--- src/rtl/screen_arb_pkg.sv ---
// Shared types and default constants for the screen memory arbiter.
package screen_arb_pkg;

   localparam int unsigned ADDR_W_DEF = 16;
   localparam int unsigned DATA_W_DEF = 16;
   localparam int unsigned DEPTH_DEF  = 4800;
   localparam logic [15:0] CLEAR_VAL_DEF = 16'h0000;

   typedef enum logic {
      IDLE  = 1'b0,
      CLEAR = 1'b1
   } clr_state_e;

   typedef enum logic [1:0] {
      OWN_NONE = 2'd0,
      OWN_VGA  = 2'd1,
      OWN_CPU  = 2'd2
   } owner_e;

   // Return-routing tag carried one cycle behind each RAM issue
   typedef struct packed {
      owner_e owner;
      logic   oor;
   } tag_t;

endpackage

--- src/rtl/screen_clear_engine.sv ---
// Clear sequencer: walks the screen address range writing one word per free slot.
module screen_clear_engine
   import screen_arb_pkg::*;
#(
   parameter int unsigned ADDR_W = ADDR_W_DEF,
   parameter int unsigned DEPTH  = DEPTH_DEF
) (
   input  logic              clk,
   input  logic              reset,
   input  logic              clear_start,
   input  logic              slot_free,
   output logic              wr_fire,
   output logic [ADDR_W-1:0] wr_addr,
   output logic              clear_busy,
   output logic              clear_done
);

   localparam logic [ADDR_W-1:0] LAST = ADDR_W'(DEPTH - 1);

   clr_state_e        state_q, state_d;
   logic [ADDR_W-1:0] cnt_q, cnt_d;
   logic              done_q, done_d;

   always_ff @(posedge clk or posedge reset) begin
      if (reset) begin
         state_q <= IDLE;
         cnt_q   <= '0;
         done_q  <= 1'b0;
      end else begin
         state_q <= state_d;
         cnt_q   <= cnt_d;
         done_q  <= done_d;
      end
   end

   // A write only fires in slots not taken by a VGA fetch
   always_comb begin
      state_d = state_q;
      cnt_d   = cnt_q;
      done_d  = 1'b0;
      wr_fire = 1'b0;
      case (state_q)
         IDLE: begin
            if (clear_start) begin
               state_d = CLEAR;
               cnt_d   = '0;
            end
         end
         CLEAR: begin
            if (slot_free) begin
               wr_fire = 1'b1;
               if (cnt_q == LAST) begin
                  state_d = IDLE;
                  done_d  = 1'b1;
               end else begin
                  cnt_d = cnt_q + ADDR_W'(1);
               end
            end
         end
         default: state_d = IDLE;
      endcase
   end

   assign wr_addr    = cnt_q;
   assign clear_busy = (state_q == CLEAR);
   assign clear_done = done_q;

endmodule

--- src/rtl/screen_mem_arbiter.sv ---
// Single-port screen RAM arbiter: VGA fetch > clear engine > CPU, with
// fixed two-cycle read returns routed by a registered owner tag.
module screen_mem_arbiter
   import screen_arb_pkg::*;
#(
   parameter int unsigned      ADDR_W    = ADDR_W_DEF,
   parameter int unsigned      DATA_W    = DATA_W_DEF,
   parameter int unsigned      DEPTH     = DEPTH_DEF,
   parameter logic [DATA_W-1:0] CLEAR_VAL = DATA_W'(CLEAR_VAL_DEF)
) (
   input  logic              clk,
   input  logic              reset,
   input  logic              vga_req,
   input  logic [ADDR_W-1:0] vga_addr,
   output logic [DATA_W-1:0] vga_data,
   output logic              vga_valid,
   input  logic              cpu_req,
   input  logic              cpu_we,
   input  logic [ADDR_W-1:0] cpu_addr,
   input  logic [DATA_W-1:0] cpu_wdata,
   output logic              cpu_ready,
   output logic [DATA_W-1:0] cpu_rdata,
   output logic              cpu_rvalid,
   output logic              cpu_err,
   input  logic              clear_start,
   output logic              clear_busy,
   output logic              clear_done,
   output logic              ram_en,
   output logic              ram_we,
   output logic [ADDR_W-1:0] ram_addr,
   output logic [DATA_W-1:0] ram_wdata,
   input  logic [DATA_W-1:0] ram_rdata
);

   localparam logic [ADDR_W-1:0] DEPTH_A = ADDR_W'(DEPTH);

   logic              vga_in, cpu_in, cpu_acc;
   logic              clr_fire;
   logic [ADDR_W-1:0] clr_addr;
   tag_t              tag_d, tag_q;

   assign vga_in = (vga_addr < DEPTH_A);
   assign cpu_in = (cpu_addr < DEPTH_A);

   screen_clear_engine #(
      .ADDR_W (ADDR_W),
      .DEPTH  (DEPTH)
   ) u_clear (
      .clk         (clk),
      .reset       (reset),
      .clear_start (clear_start),
      .slot_free   (!vga_req),
      .wr_fire     (clr_fire),
      .wr_addr     (clr_addr),
      .clear_busy  (clear_busy),
      .clear_done  (clear_done)
   );

   // Grant mux: out-of-range requests take their slot but never touch the RAM
   always_comb begin
      cpu_acc   = cpu_req & ~vga_req & ~clear_busy;
      ram_en    = 1'b0;
      ram_we    = 1'b0;
      ram_addr  = '0;
      ram_wdata = '0;
      tag_d     = '{owner: OWN_NONE, oor: 1'b0};
      if (vga_req) begin
         ram_en   = vga_in;
         ram_addr = vga_addr;
         tag_d    = '{owner: OWN_VGA, oor: ~vga_in};
      end else if (clr_fire) begin
         ram_en    = 1'b1;
         ram_we    = 1'b1;
         ram_addr  = clr_addr;
         ram_wdata = CLEAR_VAL;
      end else if (cpu_acc) begin
         ram_en    = cpu_in;
         ram_we    = cpu_we & cpu_in;
         ram_addr  = cpu_addr;
         ram_wdata = cpu_wdata;
         if (!cpu_we) tag_d = '{owner: OWN_CPU, oor: ~cpu_in};
      end
   end

   assign cpu_ready = cpu_acc;
   assign cpu_err   = cpu_acc & ~cpu_in;

   // Tag stage aligns with ram_rdata; the return stage registers it to the owner
   always_ff @(posedge clk or posedge reset) begin
      if (reset) begin
         tag_q      <= '{owner: OWN_NONE, oor: 1'b0};
         vga_data   <= '0;
         vga_valid  <= 1'b0;
         cpu_rdata  <= '0;
         cpu_rvalid <= 1'b0;
      end else begin
         tag_q      <= tag_d;
         vga_valid  <= (tag_q.owner == OWN_VGA);
         cpu_rvalid <= (tag_q.owner == OWN_CPU);
         if (tag_q.owner == OWN_VGA) vga_data  <= tag_q.oor ? '0 : ram_rdata;
         if (tag_q.owner == OWN_CPU) cpu_rdata <= tag_q.oor ? '0 : ram_rdata;
      end
   end

endmodule

--- config.mk ---
export PLATFORM = sky130hd
export DESIGN_NAME = screen_mem_arbiter
export DESIGN_NICKNAME = d
export VERILOG_FILES = /design/src/rtl/screen_arb_pkg.sv /design/src/rtl/screen_clear_engine.sv /design/src/rtl/screen_mem_arbiter.sv
export SDC_FILE = /design/constraint.sdc
export NUM_CORES = 1
export LEC_CHECK = 0
export ABC_AREA = 1
export BUFFER_PORTS_ARGS = -buffer_cell sky130_fd_sc_hd__buf_2
export CAP_MARGIN = 20
export CORE_ASPECT_RATIO = 1.4
export CORE_MARGIN = 8
export CORE_UTILIZATION = 50
export DETAILED_ROUTE_END_ITERATION = 12
export HOLD_SLACK_MARGIN = 0.15
export PLACE_DENSITY = 0.88
export SYNTH_ARGS = -nofsm -noshare
export SYNTH_HDL_FRONTEND = slang
export SYNTH_SLANG_ARGS = --single-unit
export TNS_END_PERCENT = 10
--- constraint.sdc ---
create_clock -name clk -period 4.3 [get_ports clk]
set_clock_uncertainty 0.15 [all_clocks]
set_input_delay 0.43 -clock clk [delete_from_list [all_inputs] [get_ports clk]]
set_output_delay 0.43 -clock clk [all_outputs]
set_load 0.02 [all_outputs]
==> impl_results.md <==
- Max Cap Viol: 0
- Yosys warns: 0
- Clock transition at the registers of the reported paths: 100 ps
- DRT Pass-1 Iters: 5
- CTS Sinks: 55
- Nets: 616
- Effective utilization at floorplan: 0.5175
- Area occupied by multi-input gates: 0.001528 mm^2
- Top delay family on crit path: buffers and inverters
- Vias in the first global route: 3229
- Min-Delay Endpoint: u_clear.clear_busy$_DFF_PP0_
- Die ar.: 0.009287 mm^2
- Max stage delay on crit path: 410 ps
- Critical R2R Launch: u_clear.wr_addr[0]$_DFFE_PP0P_
- Drt drc: 0
- Netlist cell types: 31
- Routed vias/inst: 5.183
- FFs w/ async S/R, synth: 1.000
- Share of layout cells above drive strength 1: 0.3681
- RD Place Congestion: 0.9174
- Post-DP HPWL: 7.827 mm
- Netlist Area Pre-Place: 0.003214 mm^2
- Die height: 110.9 um
- F_max: 0.3729 GHz
- Setup Fix Bufs, Post-CTS: 0
- RSZ-0062 raised after global routing: no
- CP max FO: 20
- Port bufs: 141
- Final Critical Period: 2681 ps
- Core area: 0.006211 mm^2
- Via count: 3203
- Critical path type: register to primary output
- Root buffer cell: clkbuf_8
- Final ANT Viol Nets: 0
- Setup tns final: 0 ps
- Slew margin rel.: 0.4080
- Post-synthesis register bit count: 55
- PD cells: 301.4 mW/mm^2
- CP required: 3720 ps
- Clk buf depth: 2
- Most frequent cell on the critical path: buf_4
- Sequential fraction of the synthesis area: 0.4282
- Hold Path Class: primary input to register
- Startpoint type of the worst setup path: register
- Row count: 34
- Wire per inst: 15.79 um
- Post-synthesis cell count: 406
- Post-CTS Hold Buffers: 2
- Slew @ Worst Pin: 887.1 ps
- R2R cell count: 8
- Status: completed
- Clk_lat worst skew: 310 ps
- First-pass GRT wire length: 15.90 mm
- Worst Setup End Kind: primary output
- Worst Path Buf+Inv: 5
- # resized after CTS: 0
- GRT Total Usage: 0.2052
- Fillers: 526
- IO Count: 142
- Overflow after GRT: 0
- Max stage delay cell, worst path: dfrtp_1
- Fin. max-slew vios: 0
- Crit-path cells: inv_1 -> buf_4 -> nand3_1 -> buf_4 -> inv_2 -> nand2_1 -> o211ai_1 -> buf_2
- Commonest non-fill, non-tap cell in the layout: buf_2
- Hold_sp: clear_start
- Final count of hold timing violations: 0
- Layout area overhead: 27.17%
- CTS H-tree depth: 2
- Clock buffer count from CTS: 5
- Critical Path AT: 2100 ps
- Die Wd: 83.77 um
- Flop2flop setup slack: 2320 ps
- Fin crit share: 0.6236
- Ys flop type: dfrtp_1
- CTS tree: done
- Initial antenna violation count: 0
- Number of enable flip-flop cells after synthesis: 0
- Tot Pwr: 1.232 mW
- WL final: 9.760 mm
- Setup violators final: 0
- Cells on Worst Hold Path: 3
- Largest net degree at the start of global routing: 34
- Worst r2r dst: u_clear.wr_addr[15]$_DFFE_PP0P_
- # diodes: 0
- Drt initial violations: 151
- Static leakage: 2.341 nW
- Syn_area_per_cell: 7.917 um^2
- Syn_nets: 477
- Commonest non-fill, non-tap cells in the layout: buf_2 (141), nand2_1 (97), nor2_1 (68)
- Seq. cell area: 0.001376 mm^2
- Max VDD drop: 0.1739 mV
[layer usage]
layer	vias to the layer above	track usage	part of all wire
met2	142	0.3769	0.53
met5	-	0	0
met4	0	0.06936	0.022
met1	1476	0.2165	0.38
li1	1567	-	-
met3	18	0.05515	0.077
[per-stage QoR]
| stage | instance area (um^2) | cells | setup WS (ps) | hold slack (ps) | utilization |
|---|---|---|---|---|---|
| floorplan | 3214 | 406 | 2129 | 311.4 | - |
| global placement | 3933 | 607 | 1816 | 333.3 | 0.6332 |
| detailed placement | 3953 | 608 | 1779 | 326.3 | 0.6364 |
| CTS | 4088 | 618 | 1634 | 208.0 | 0.6581 |
| global route | 4088 | 618 | 1499 | 228.9 | 0.6581 |
| finish | 4088 | 618 | 1619 | 219.5 | 0.6581 |
[cells by family after synthesis]
group                      share of synthesized area
DFF                                           0.4282
muxes                                         0.1121
buffers and inverters                        0.09653
AOI/OAI and AO/OA                            0.05527
xor gates and xnor gates                     0.01362
adders and majority gates                   0.003892
and+or+nand+nor                               0.2904
[worst min-delay path: stages]
cell,delay (ps)
buf_2,90
nor2_1,40
nor2_1,90
[state kept, by name, indices dropped and copies added, names as in the netlist]
| name | cells |
|---|---|
| cpu_rdata | 16 |
| cpu_rvalid | 1 |
| tag_q | 3 |
| u_clear.clear_busy | 1 |
| u_clear.clear_done | 1 |
| u_clear.wr_addr | 16 |
| vga_data | 16 |
| vga_valid | 1 |
[report_power, final]
| group | internal, mW | total (mW) | switching [mW] | leakage [nW] |
|---|---|---|---|---|
| Sequential | 0.556 | 0.605 | 0.0489 | 0.728 |
| Combinational | 0.111 | 0.278 | 0.166 | 1.56 |
| Clock | 0.176 | 0.349 | 0.174 | 0.0548 |
[synth_stat cells (3+ instances only)]
master | n | area share
a21oi_1 | 4 | 0.0062
a22oi_1 | 4 | 0.0093
buf_2 | 5 | 0.0078
buf_4 | 3 | 0.0070
buf_6 | 3 | 0.011
clkbuf_1 | 3 | 0.0035
dfrtp_1 | 55 | 0.43
inv_1 | 56 | 0.065
mux2_2 | 32 | 0.11
nand2_1 | 97 | 0.11
nand3_1 | 26 | 0.040
nand4_1 | 7 | 0.014
nor2_1 | 68 | 0.079
nor2_2 | 4 | 0.0078
o211ai_1 | 10 | 0.023
o21ai_0 | 6 | 0.0093
xor2_1 | 4 | 0.011
[how the worst max path moves through the flow]
stage	start	endpoint	slack, ps	cells past startpoint
after global routing	u_clear.clear_busy$_DFF_PP0_	ram_en	1500	8
final	u_clear.clear_busy$_DFF_PP0_	ram_addr[12]	1620	8
after global placement	vga_req	ram_en	1820	8
after CTS	u_clear.clear_busy$_DFF_PP0_	ram_addr[12]	1630	8
after floorplan	cpu_addr[11]	ram_we	2130	4
after detailed placement	vga_req	ram_addr[12]	1780	8
[layout make-up]
cell class	instances	area share
Sequential cell	55	0.3367
Multi-Input combinational cell	279	0.3737
Timing Repair Buffer	146	0.1861
Inverter	58	0.05326
Tap cell	72	0.02204
Clock buffer	5	0.01684
Clock inverter	3	0.01133
Power figures use the tool's default switching activity.
